## src/rtl/pid_profile.sv

```systemverilog
//======================================================================
// pid_profile: angle-positioning PID with accel/cruise/decel profile.
// Revision: 1.0
//======================================================================
`default_nettype none

module pid_profile #(
    parameter int ANGLE_W       = 12,
    parameter int PWM_W         = 8,
    parameter int ACCEL_LOG2    = 6,
    parameter int DECEL_START   = 40,
    parameter int DONE_TOL      = 10,
    parameter int INT_LIMIT     = 4095,
    parameter int STALL_SAMPLES = 16
) (
    input  logic               clock,
    input  logic               reset_n,
    input  logic [ANGLE_W-1:0] target_angle,
    input  logic [ANGLE_W-1:0] current_angle,
    input  logic               sample_valid,
    input  logic               angle_update,
    input  logic               abort_angle,
    input  logic               pwm_enable,
    input  logic               enable_stall_chk,
    input  logic [7:0]         kp,
    input  logic [3:0]         ki,
    input  logic [3:0]         kd,
    output logic [PWM_W-1:0]   pwm_ratio,
    output logic               pwm_direction,
    output logic               pwm_update,
    output logic               angle_done,
    output logic               stalled,
    output logic [15:0]        debug_signals
);

    typedef enum logic [2:0] {
        IDLE   = 3'd0,
        ACCEL  = 3'd1,
        CRUISE = 3'd2,
        DECEL  = 3'd3,
        DONE   = 3'd4
    } state_t;

    localparam int IW    = $clog2(INT_LIMIT + 1);
    localparam int IS_W  = ANGLE_W + 5;
    localparam int SW    = ANGLE_W + 12;
    localparam int SCW   = $clog2(STALL_SAMPLES + 1);
    localparam int PAD_W = 16 - 4 - ACCEL_LOG2;

    localparam logic [ANGLE_W-1:0]    HALF       = ANGLE_W'(1 << (ANGLE_W - 1));
    localparam logic [ANGLE_W-1:0]    DECEL_TH   = ANGLE_W'(DECEL_START);
    localparam logic [ANGLE_W-1:0]    DONE_TH    = ANGLE_W'(DONE_TOL);
    localparam logic [IS_W-1:0]       ILIM       = IS_W'(INT_LIMIT);
    localparam logic [SCW-1:0]        STALL_LAST = SCW'(STALL_SAMPLES - 1);
    localparam logic [ACCEL_LOG2-1:0] STEP_LAST  = '1;
    localparam logic signed [SW-1:0]  PWM_MAX    = {{(SW-PWM_W){1'b0}}, {PWM_W{1'b1}}};

    state_t                state, state_n;
    logic                  sample_d, sample_tick, pid_tick;
    logic [ANGLE_W-1:0]    target_latched, target_n, target_eff, diff;
    logic [ANGLE_W-1:0]    delta, delta_prev, delta_new;
    logic                  dir_new, accept, stall_arm, stall_hit;
    logic [ACCEL_LOG2-1:0] step, step_n;
    logic [IW-1:0]         integ, integ_n, integ_next;
    logic [SCW-1:0]        stall_cnt;
    logic [PWM_W-1:0]      ratio_n, sum_sat, sum_half, ramp;
    logic                  done_n, stalled_n;

    assign sample_tick = sample_valid & ~sample_d;
    assign accept      = (state == IDLE) & angle_update & pwm_enable & ~abort_angle;

    // Shortest-path error; a move accepted this cycle already sees its new target.
    assign target_eff = accept ? target_angle : target_latched;
    assign diff       = target_eff - current_angle;
    assign dir_new    = (diff <= HALF);
    assign delta_new  = dir_new ? diff : (ANGLE_W'(0) - diff);

    logic [ANGLE_W+7:0]       p_term;
    logic [ANGLE_W+3:0]       i_add;
    logic [IS_W-1:0]          i_sum;
    logic signed [ANGLE_W:0]  d_diff;
    logic signed [SW-1:0]     d_term, sum_raw, sum_shift;
    logic [PWM_W+ACCEL_LOG2:0] ramp_prod;

    always_comb begin
        p_term     = {{ANGLE_W{1'b0}}, kp} * {8'b0, delta};
        i_add      = {{ANGLE_W{1'b0}}, ki} * {4'b0, delta};
        i_sum      = {{(IS_W-IW){1'b0}}, integ} + {1'b0, i_add};
        integ_next = (i_sum > ILIM) ? IW'(INT_LIMIT) : IW'(i_sum);
        d_diff     = $signed({1'b0, delta_prev}) - $signed({1'b0, delta});
        d_term     = $signed({{(SW-ANGLE_W-1){d_diff[ANGLE_W]}}, d_diff})
                   * $signed({{(SW-4){1'b0}}, kd});
        sum_raw    = $signed({{(SW-ANGLE_W-8){1'b0}}, p_term})
                   + $signed({{(SW-IW){1'b0}}, integ_next}) - d_term;
        sum_shift  = sum_raw >>> 4;
        if (sum_shift < 0)
            sum_sat = '0;
        else if (sum_shift > PWM_MAX)
            sum_sat = '1;
        else
            sum_sat = PWM_W'(sum_shift);
        sum_half   = sum_sat >> 1;
        ramp_prod  = {{(ACCEL_LOG2+1){1'b0}}, sum_sat}
                   * {{PWM_W{1'b0}}, ({1'b0, step} + (ACCEL_LOG2+1)'(1))};
        ramp       = PWM_W'(ramp_prod >> ACCEL_LOG2);
    end

    assign stall_arm = enable_stall_chk & ((state == ACCEL) | (state == CRUISE));
    assign stall_hit = stall_arm & pid_tick & (delta >= delta_prev) & (stall_cnt == STALL_LAST);

    always_ff @(posedge clock or negedge reset_n) begin
        if (!reset_n) begin
            sample_d      <= 1'b0;
            pid_tick      <= 1'b0;
            delta         <= '0;
            delta_prev    <= '0;
            pwm_direction <= 1'b0;
            stall_cnt     <= '0;
        end else begin
            sample_d <= sample_valid;
            pid_tick <= sample_tick;
            if (sample_tick) begin
                delta         <= delta_new;
                delta_prev    <= delta;
                pwm_direction <= dir_new;
            end
            if (!stall_arm)
                stall_cnt <= '0;
            else if (pid_tick)
                stall_cnt <= (delta >= delta_prev) ? stall_cnt + SCW'(1) : '0;
        end
    end

    always_ff @(posedge clock or negedge reset_n) begin
        if (!reset_n) begin
            state          <= IDLE;
            pwm_ratio      <= '0;
            step           <= '0;
            integ          <= '0;
            angle_done     <= 1'b0;
            stalled        <= 1'b0;
            target_latched <= '0;
        end else begin
            state          <= state_n;
            pwm_ratio      <= ratio_n;
            step           <= step_n;
            integ          <= integ_n;
            angle_done     <= done_n;
            stalled        <= stalled_n;
            target_latched <= target_n;
        end
    end

    always_comb begin
        state_n   = state;
        ratio_n   = pwm_ratio;
        step_n    = step;
        integ_n   = integ;
        done_n    = angle_done;
        stalled_n = stalled;
        target_n  = target_latched;
        case (state)
            IDLE: begin
                ratio_n = '0;
                step_n  = '0;
                integ_n = '0;
                if (accept) begin
                    target_n  = target_angle;
                    done_n    = 1'b0;
                    stalled_n = 1'b0;
                    state_n   = ACCEL;
                end
            end
            ACCEL, CRUISE, DECEL: begin
                if (abort_angle || !pwm_enable) begin
                    state_n = IDLE;
                    ratio_n = '0;
                end else if (stall_hit) begin
                    stalled_n = 1'b1;
                    state_n   = IDLE;
                    ratio_n   = '0;
                end else if (pid_tick) begin
                    integ_n = integ_next;
                    if (state == DECEL) begin
                        if (delta <= DONE_TH) begin
                            state_n = DONE;
                            ratio_n = '0;
                            done_n  = 1'b1;
                        end else begin
                            ratio_n = sum_half;
                        end
                    end else if (delta < DECEL_TH) begin
                        state_n = DECEL;
                        ratio_n = sum_half;
                    end else if (state == ACCEL) begin
                        ratio_n = ramp;
                        step_n  = step + ACCEL_LOG2'(1);
                        if (step == STEP_LAST)
                            state_n = CRUISE;
                    end else begin
                        ratio_n = sum_sat;
                    end
                end
            end
            DONE: begin
                ratio_n = '0;
                state_n = IDLE;
            end
            default: begin
                ratio_n = '0;
                state_n = IDLE;
            end
        endcase
    end

    assign pwm_update    = (state == ACCEL) | (state == CRUISE) | (state == DECEL);
    assign debug_signals = {state, pwm_direction, step, {PAD_W{1'b0}}};

endmodule

`default_nettype wire

```

## config.mk

```make
export PLATFORM = sky130hd
export DESIGN_NAME = pid_profile
export DESIGN_NICKNAME = d
export VERILOG_FILES = /design/src/rtl/pid_profile.sv
export SDC_FILE = /design/constraint.sdc
export NUM_CORES = 1
export LEC_CHECK = 0
export ABC_AREA = 1
export CAP_MARGIN = 20
export CORE_ASPECT_RATIO = 1.5
export CORE_MARGIN = 2
export CORE_UTILIZATION = 60
export DETAILED_ROUTE_END_ITERATION = 10
export GPL_TIMING_DRIVEN = 0
export PLACE_DENSITY = 0.86
export REMOVE_ABC_BUFFERS = 1
export SYNTH_ARGS = -nofsm -noshare
export SYNTH_HDL_FRONTEND = slang
export SYNTH_SLANG_ARGS = --single-unit
```

## constraint.sdc

```tcl
create_clock -name clock -period 18.9 [get_ports clock]
set_input_delay 3.78 -clock clock [delete_from_list [all_inputs] [get_ports clock]]
set_output_delay 3.78 -clock clock [all_outputs]
set_load 0.02 [all_outputs]
```

* Word level (Yosys, flattened, before mapping)
Cells that the tools add are included.
** Word-level totals
- Register bits after elaboration :: 75
- Memories :: 0
- Bits in writable memories :: 0
- Latch bits :: 0
- Word-level logic and storage cells :: 122
- Output and inout port bits :: 28
- Memory bits (read-only) :: 0
** Cells by class
- Shifts and indexed selects :: 0
- Bitwise gates (word level) :: 12
- $add $sub $neg :: 9
- Multiplexer cells :: 47
- Reductions and logical operators :: 10
- Equal/unequal tests :: 20
- Multiply operators :: 4
- Divide/modulo/power cells :: 0
- Magnitude comparators :: 7
** Operators with widths (count)
- $mux W12 :: 6
- $mux W8 :: 9
- $mux W6 :: 6
- $mux W3 :: 9
- $pmux W12 S2 :: 1
- $sub A22 B18 Y23 :: 1
- $ne A2 B2 Y1 const B :: 11
- $add A20 B12 Y21 :: 1
- $mul A8 B12 Y20 :: 1
- $gt A19 B9 Y1 const B :: 1
- $lt A19 B1 Y1 const B :: 1
- $mul A13 B5 Y18 :: 1
- $add A12 B16 Y17 :: 1
- $gt A17 B12 Y1 const B :: 1
- $mul A4 B12 Y16 :: 1
- $mux W5 :: 3
- $mul A8 B7 Y14 :: 1
- $reduce_and A7 Y1 :: 2
- $sub A12 B12 Y13 :: 1
- $ge A12 B12 Y1 :: 1
- $le A12 B12 Y1 const B :: 1
- $le A12 B4 Y1 const B :: 1
- $lt A12 B6 Y1 const B :: 1
- $ne A6 B6 Y1 const B :: 2
- other kinds (26) :: 45

* Depth between registers and ports, before layout
Gate-level depths: netlist (run 1).
- Depth in word-level cells :: 17
- Depth in mapped cells :: 91
- Depth with buffers taken out :: 89

* Worst setup path after synthesis (run 1)
Ideal clock, no wire load.
- Kind :: in2reg
- Start :: input ki[3]
- End :: register pwm_ratio[4]
- Path slack :: 1.240 ns
- Stages :: 78
- Data arrival time :: 17.544 ns
- Buffers on the path :: 2
- Cells stage by stage :: clkbuf_1 nand2_1 fa_1 fa_1 fa_1 inv_1 ha_1 nand3_1 nand3_1 a21oi_1 o21bai_1 nand2_1 nand2_1 a21oi_1 inv_1 a21oi_1 o21ai_1 a21oi_1 [... 42 more ...] fa_1 fa_1 inv_1 fa_1 inv_1 ha_1 nand2_1 nor2_1 a211oi_1 nand2_2 nand2_1 nand3_1 nand3_1 nand2_1 nand2_1 nand2_1 nand2_1 nand2_1
** On the way
- Longest elaborated chain between the ends :: 17
** RTL lines
- start: declaration :: line 26 : input logic [3:0] ki,
- $mul A4 B12 Y16 (*) :: line 87 : i_add = {{ANGLE_W{1'b0}}, ki} * {4'b0, delta};
- $add A12 B16 Y17 (*) :: line 88 : i_sum = {{(IS_W-IW){1'b0}}, integ} + {1'b0, i_add};
- $gt A17 B12 Y1 :: line 89 : integ_next = (i_sum > ILIM) ? IW'(INT_LIMIT) : IW'(i_sum);
- $mux W12 (*) :: line 89
- $add A20 B12 Y21 (*) :: line 94 : + $signed({{(SW-IW){1'b0}}, integ_next}) - d_term;
- $sub A22 B18 Y23 (*) :: line 94
- $gt A19 B9 Y1 :: line 98 : else if (sum_shift > PWM_MAX)
- $mux W8 :: line 98
- $mux W8 (*) :: line 96 : if (sum_shift < 0)
- $mul A8 B7 Y14 :: line 104 : * {{PWM_W{1'b0}}, ({1'b0, step} + (ACCEL_LOG2+1)'(1))};
- $mux W8 :: line 195 : end else if (state == ACCEL) begin
- $mux W8 :: line 192 : end else if (delta < DECEL_TH) begin
- $mux W8 (*) :: line 184 : if (state == DECEL) begin
- $mux W8 (*) :: line 182 : end else if (pid_tick) begin
- $mux W8 (*) :: line 178 : end else if (stall_hit) begin
- $mux W8 (*) :: line 175 : if (abort_angle || !pwm_enable) begin
- $mux W8 (*) :: line 162 : case (state)
- end signal: assignment :: line 145 : pwm_ratio <= ratio_n;
- end: declaration :: line 28 : output logic [PWM_W-1:0] pwm_ratio,
Mark *: on every way between the ends. The rest lies on a longest branch, timed or not. The select of a mux whose other input is x is not followed.
A chain may end at the register's enable or synchronous reset.

* Final worst setup path (run 1)
- Start :: input ki[1]
- End :: register pwm_ratio[5]
Same word-level chain as after synthesis.

==> flow_summary_export.csv, run 1 <==
group,metric,value,unit
placed_design,portBuffers,68,
layout,area.growth.synth_to_final,13.0,%
grt,overflow,0,
clock_network,htree_levels,3,
detailed_routing,wl_per_cell,15.8,um
placed_design,placed_cell_area,15600,sq um
logic_synthesis,avgSynthCellArea,7.16,sq um
sta,maxSlewHeadroom,33.1,%
min_path,whs_endpoint,"target_latched[3]",
critical_path,end_kind,"flop",
grt,grt_max_degree,40,
clock_network,cts_buffers,9,
floorplanning,core,24200,sq um
layout,final_net_count,2507,
floorplanning,start_util,60.6,%
floorplanning,ios,75,
sta,finalMaxSlewViolations,0,
detailed_routing,drt_pre_antenna_iters,6,
logic_synthesis,synth_top_area_cell,"fa_1",
logic_synthesis,netlist_area,14600,sq um
sta,timing.fmax,0.0545,GHz
critical_path,reg2reg_slack,3.31,ns
detailed_routing,dr_total_vias,13600,
layout,regArea,1880,sq um
sta,hold_viol_final,0,
critical_path,startpoint_type,"input pin",
layout,n_antenna_cell,0,
clock_network,ctsLongestPathBuffers,2,
clock_network,hold_buffers,0,
job,drv_cap,0,
placed_design,hpwlAfterDp,29800,um
logic_synthesis,yosys_warnings,0,
logic_synthesis,synthCells,2047,
min_path,min_path_type,"reg2reg",
clock_network,clock-root-buffer,"clkbuf_16",
floorplanning,dieArea,25700,sq um
sta,setup_tns,0,ns
grt,antenna_found_initial,0,
detailed_routing,postRouteAntennaNets,0,
clock_network,clk_pin_slew,0.06,ns
logic_synthesis,synth_cell_type_count,44,
sta,fin_skew,0.0108,ns
grt,grt_pass1_wl,62900,um
floorplanning,chipHeight,195,um
logic_synthesis,netlist_top_cells_area,"fa_1 (24%), ha_1 (14%), nand2_1 (14%)",
critical_path,required,19.19,ns
sta,period_needed,18.33,ns
logic_synthesis,ys.flop_type,"dfrtp_1",
sta,fin_crit_sh,97.0,%
critical_path,cp_slowest_cell,"fa_1",
critical_path,regToRegEndpoint,"pwm_ratio[5]",
logic_synthesis,post-synth-top-count-cell,"nand2_1",
layout,fill_cells,1867,
layout,stdcell_count,2444,
min_path,hold_path.startpoint,"target_latched[3]",
grt,gr-usage-all-layers,29.7,%
clock_network,cts_tree,"yes",
logic_synthesis,yosysTopAreaCellShare,23.9,%
layout,multi_input_area,11200,sq um
floorplanning,rows,70,
sta,tightest_slew,0.998,ns
layout,final_area,16600,sq um
critical_path,r2r_start,"delta[1]",
sta,setup_viol,0,
critical_path,timing.critical_path.arrival,18.62,ns
detailed_routing,vias_per_cell,5.58,
critical_path,critPathMaxFanout,12,
floorplanning,fp.dieW,132,um
clock_network,clock_sinks,75,
logic_synthesis,ys_ff_latch,75,
logic_synthesis,async_flop_share,100,%
placed_design,placed_cells,2397,
sta,holdWs,0.477,ns
critical_path,critPathKind,"in2reg",
logic_synthesis,synth_common_cells,"nand2_1 (545), inv_1 (469), fa_1 (175)",
layout,drive_above_1_share,6.84,%
critical_path,rr_worst_depth,82,
grt,grt_pass1_vias,14100,
placed_design,place_congestion,0.963,
status,outcome,"finished clean",
clock_network,insertion_delay,0.35,ns
logic_synthesis,seq_area_frac_synth,12.8,%
critical_path,crit_top_cell,"nand2_1",
detailed_routing,wl,38600,um
logic_synthesis,synth-edff-count,0,
detailed_routing,drc_errors,0,
detailed_routing,drtIter0Drc,811,
min_path,min_path_cells,2,
critical_path,crit_path_max_incr_delay,0.60,ns
-- layer usage --
| metal | GRT usage, % | wire length, um | vias up |
|---|---|---|---|
| met5 | 0 | 0 | - |
| met4 | 18.6 | 2850 | 0 |
| met3 | 4.36 | 2060 | 195 |
| met2 | 55.6 | 20300 | 565 |
| met1 | 31.0 | 13400 | 6530 |
| li1 | - | - | 6344 |
-- layout make-up --
class                   instances  share of cell area (%)
repair buffers                101                    5.83
inverters                     473                    10.8
clock inverters                 4                   0.446
flip-flops and latches         75                    11.3
well taps                     324                    2.45
clock buffers                  11                    1.47
multi-input cells            1456                    67.7
-- per-stage QoR --
stage | worst slack [ns] | util [%]
after floorplan | 1.49 | -
after global placement | -1.65 | 64.3
after detailed placement | -1.90 | 64.4
after CTS | 0.00514 | 66.4
after global routing | -0.248 | 68.5
final | 0.568 | 68.5
-- cells in the final DEF, fill, tap and decap left out, drive strengths merged, types with 3 or more instances in the layout --
cell,instances
nor3,16
ha,169
nand4,14
inv,471
nor2,143
o22ai,7
clkdlybuf4s50,63
conb,6
o31ai,8
nor4,4
buf,37
a31oi,3
nand2,551
or2,14
xnor2,22
dfrtp,75
o21ai,67
clkbuf,11
a21o,5
o21bai,14
xor2,42
nand3,68
a21oi,111
nand3b,5
fa,175
clkinv,4
-- state kept, by name (all words and copies together), names as in the netlist --
register	cells
angle_done	1
delta	12
delta_prev	12
integ	12
pid_tick	1
pwm_direction	1
pwm_ratio	8
sample_d	1
stall_cnt	5
stalled	1
state	3
step	6
target_latched	12
-- timing repair --
action                                  4_1_cts  5_1_grt
pin swaps                                     2       33
endpoints found under the setup margin        8        8
gates resized for setup                      44       73
setup buffers                                 8       22
-- worst max path at each step --
stage / from / depth (start not counted) / slack, ns / to
5_1_grt: ki[3] / 85 / -0.25 / pwm_ratio[5]
3_5_place_dp: ki[3] / 82 / -1.90 / pwm_ratio[6]
2_1_floorplan: ki[3] / 77 / 1.49 / pwm_ratio[4]
6_report: ki[1] / 83 / 0.57 / pwm_ratio[5]
3_3_place_gp: ki[3] / 78 / -1.65 / pwm_ratio[6]
4_1_cts: ki[0] / 79 / 0.005 / pwm_ratio[7]
-- worst max-delay path: cells and delay by family --
family | cells | cell delay [ns]
compound gates | 22 | 3.24
buf+inv | 13 | 1.15
fa+ha+maj | 16 | 7.29
simple gates | 31 | 2.86
xor+xnor | 1 | 0.24
-- cell families (layout without fill, tap and decap cells) --
logic type / Yosys count / in the layout / synth area share, %
compound gates: 223 / 223 / 8.36
xor+xnor: 64 / 64 / 3.95
fa+ha+maj: 344 / 344 / 38.4
buf+inv: 521 / 589 / 13.6
flops: 75 / 75 / 12.8
other cells: 1 / 6 / 0.0256
simple gates: 819 / 819 / 22.9
Power of run 1 is not shown: default switching activity piles up to over one toggle a cycle in this logic, so the estimate is an artifact.
==> run 2, diff against run 1 <==
==> constraint.sdc (replaced) <==
create_clock -name clock -period 20.1 [get_ports clock]
set_input_delay 4.02 -clock clock [delete_from_list [all_inputs] [get_ports clock]]
set_output_delay 4.02 -clock clock [all_outputs]
set_load 0.02 [all_outputs]
==> run 2 against run 1 <==
Sequential share of layout area up 0.32 points. Critical endpoint is now pwm_ratio[6]. Highest routed layer unchanged. Largest cell class unchanged. Non-clock buffer count decreased by 19. Sequential cell count unchanged. First-iteration DRC count down 9.9%. Via count is 2.4% lower. Die area unchanged. Critical path type unchanged. Worst setup slack better by 0.33 ns.
==> flow_summary_export.csv, run 2 (synthesis gave the netlist of run 1 again) <==
group,metric,value,unit
grt,overflow,0,
sta,fin_skew,0.00970,ns
detailed_routing,dr_wl_met3,1800,um
critical_path,cp_slowest_cell,"fa_1",
critical_path,crit_path_max_incr_delay,0.56,ns
placed_design,pre_cts_slack,-0.942,ns
clock_network,ctsLongestPathBuffers,2,
grt,grt_max_degree,40,
detailed_routing,drc_errors,0,
floorplanning,dieArea,25700,sq um
placed_design,place_congestion,0.963,
critical_path,crit_top_cell,"nand2_1",
min_path,hold_path.startpoint,"target_latched[3]",
sta,setup_viol,0,
status,outcome,"finished clean",
clock_network,clk_pin_slew,0.06,ns
layout,area.growth.synth_to_final,9.89,%
layout,finish.utilization,66.6,%
grt,grt_pass1_wl,62400,um
sta,setup_tns,0,ns
clock_network,insertion_delay,0.35,ns
detailed_routing,dr_wl_met2,19700,um
detailed_routing,drt_pre_antenna_iters,5,
floorplanning,start_util,60.6,%
placed_design,portBuffers,68,
layout,final_net_count,2488,
grt,antenna_found_initial,0,
floorplanning,core,24200,sq um
critical_path,reg2reg_slack,3.94,ns
floorplanning,fp.dieW,132,um
clock_network,cts_tree,"yes",
layout,drive_above_1_share,3.95,%
critical_path,r2r_start,"delta[0]",
clock_network,htree_levels,3,
critical_path,critPathKind,"in2reg",
clock_network,clock-root-buffer,"clkbuf_16",
layout,final_cell_mix,"nand2_1 (543), inv_1 (468), fa_1 (175), ha_1 (168), nor2_1 (136)",
detailed_routing,drtIter0Drc,731,
critical_path,rr_worst_depth,77,
clock_network,clock_sinks,75,
sta,timing.fmax,0.0521,GHz
detailed_routing,postRouteAntennaNets,0,
layout,fill_cells,1984,
floorplanning,rows,70,
critical_path,regToRegEndpoint,"pwm_ratio[6]",
sta,fin_ws,0.900,ns
floorplanning,ios,75,
min_path,min_path_type,"reg2reg",
sta,fin_crit_sh,95.5,%
grt,grt_pass1_vias,14000,
detailed_routing,wl_met1,13100,um
detailed_routing,top_layer_used,"met4",
min_path,min_path_cells,2,
detailed_routing,wl,37000,um
clock_network,cts_buffers,9,
min_path,whs_endpoint,"target_latched[3]",
placed_design,hpwlAfterDp,29800,um
detailed_routing,wl_per_cell,15.2,um
sta,period_needed,19.20,ns
job,drv_cap,0,
floorplanning,chipHeight,195,um
layout,layout_commonest_cell,"nand2_1",
critical_path,required,20.34,ns
sta,finalMaxSlewViolations,0,
critical_path,end_kind,"flop",
sta,hold_viol_final,0,
critical_path,critPathMaxFanout,12,
layout,n_antenna_cell,0,
critical_path,timing.critical_path.arrival,19.44,ns
critical_path,startpoint_type,"input pin",
grt,gr-usage-all-layers,29.5,%
detailed_routing,vias_per_cell,5.49,
sta,maxSlewHeadroom,30.8,%
detailed_routing,dr_total_vias,13300,
sta,tightest_slew,1.03,ns
run 2: changes by cell type in the layout (fill, tap and decap cells not counted), moves of 4 or more:
| cell | delta |
|---|---|
| ha_1 | +12 |
| nand2_2 | -4 |
| nor2_2 | -4 |
| ha_4 | -9 |
| a21oi_4 | -5 |
| buf_6 | -5 |
| nand2_1 | +5 |
| nor2_1 | +5 |
| a21oi_1 | +8 |
| buf_4 | -17 |
run 2: layout make-up:
cell class,count,area (sq um),area share (%)
tap,324,405,2.52
inverter,473,1780,11.1
multi-input combinational,1456,10900,67.9
clock inverter,4,73.8,0.459
sequential,75,1880,11.7
timing repair buffer,82,787,4.89
clock buffer,11,243,1.51
run 2: what timing repair did:
action / CTS / global route
resized for setup: 12 / 36
endpoints found under the setup margin: 8 / 8
hold buffers: 0 / 0
setup buffers: 0 / 11
hold endpoints to repair: 0 / 0
pin swaps: 0 / 4
run 2: worst max-delay path by stage:
stage / start / depth (start not counted) / endpoint / slack [ns]
floorplan: ki[3] / 77 / pwm_ratio[4] / 2.45
global placement: ki[3] / 78 / pwm_ratio[6] / -0.69
detailed placement: ki[3] / 82 / pwm_ratio[6] / -0.94
CTS: ki[3] / 80 / pwm_ratio[6] / 0.01
global route: ki[3] / 78 / pwm_ratio[6] / -0.11
finish: ki[3] / 78 / pwm_ratio[6] / 0.90
run 2: worst max-delay path, delay by kind of cell:
family | cells | cell delay, ns
AOI/OAI and AO/OA | 21 | 3.49
xor gates and xnor gates | 2 | 0.57
adders and majority gates | 16 | 7.67
buffers and inverters | 11 | 1.02
and+or+nand+nor | 28 | 2.65
run 2: through the flow:
step,hold slack (ns),cells,instance area (sq um)
floorplan,0.444,2004,14500
global placement,0.456,2396,15500
detailed placement,0.460,2397,15600
CTS,0.481,2412,15900
global route,0.490,2425,16100
finish,0.477,2425,16100
run 2: per-layer routing:
| metal | track usage, % | vias to the layer above |
|---|---|---|
| li1 | - | 6302 |
| met1 | 30.7 | 6384 |
| met2 | 55.3 | 456 |
| met3 | 4.28 | 164 |
| met4 | 18.0 | 0 |
| met5 | 0 | - |
Power of run 2 is left out for the same reason.
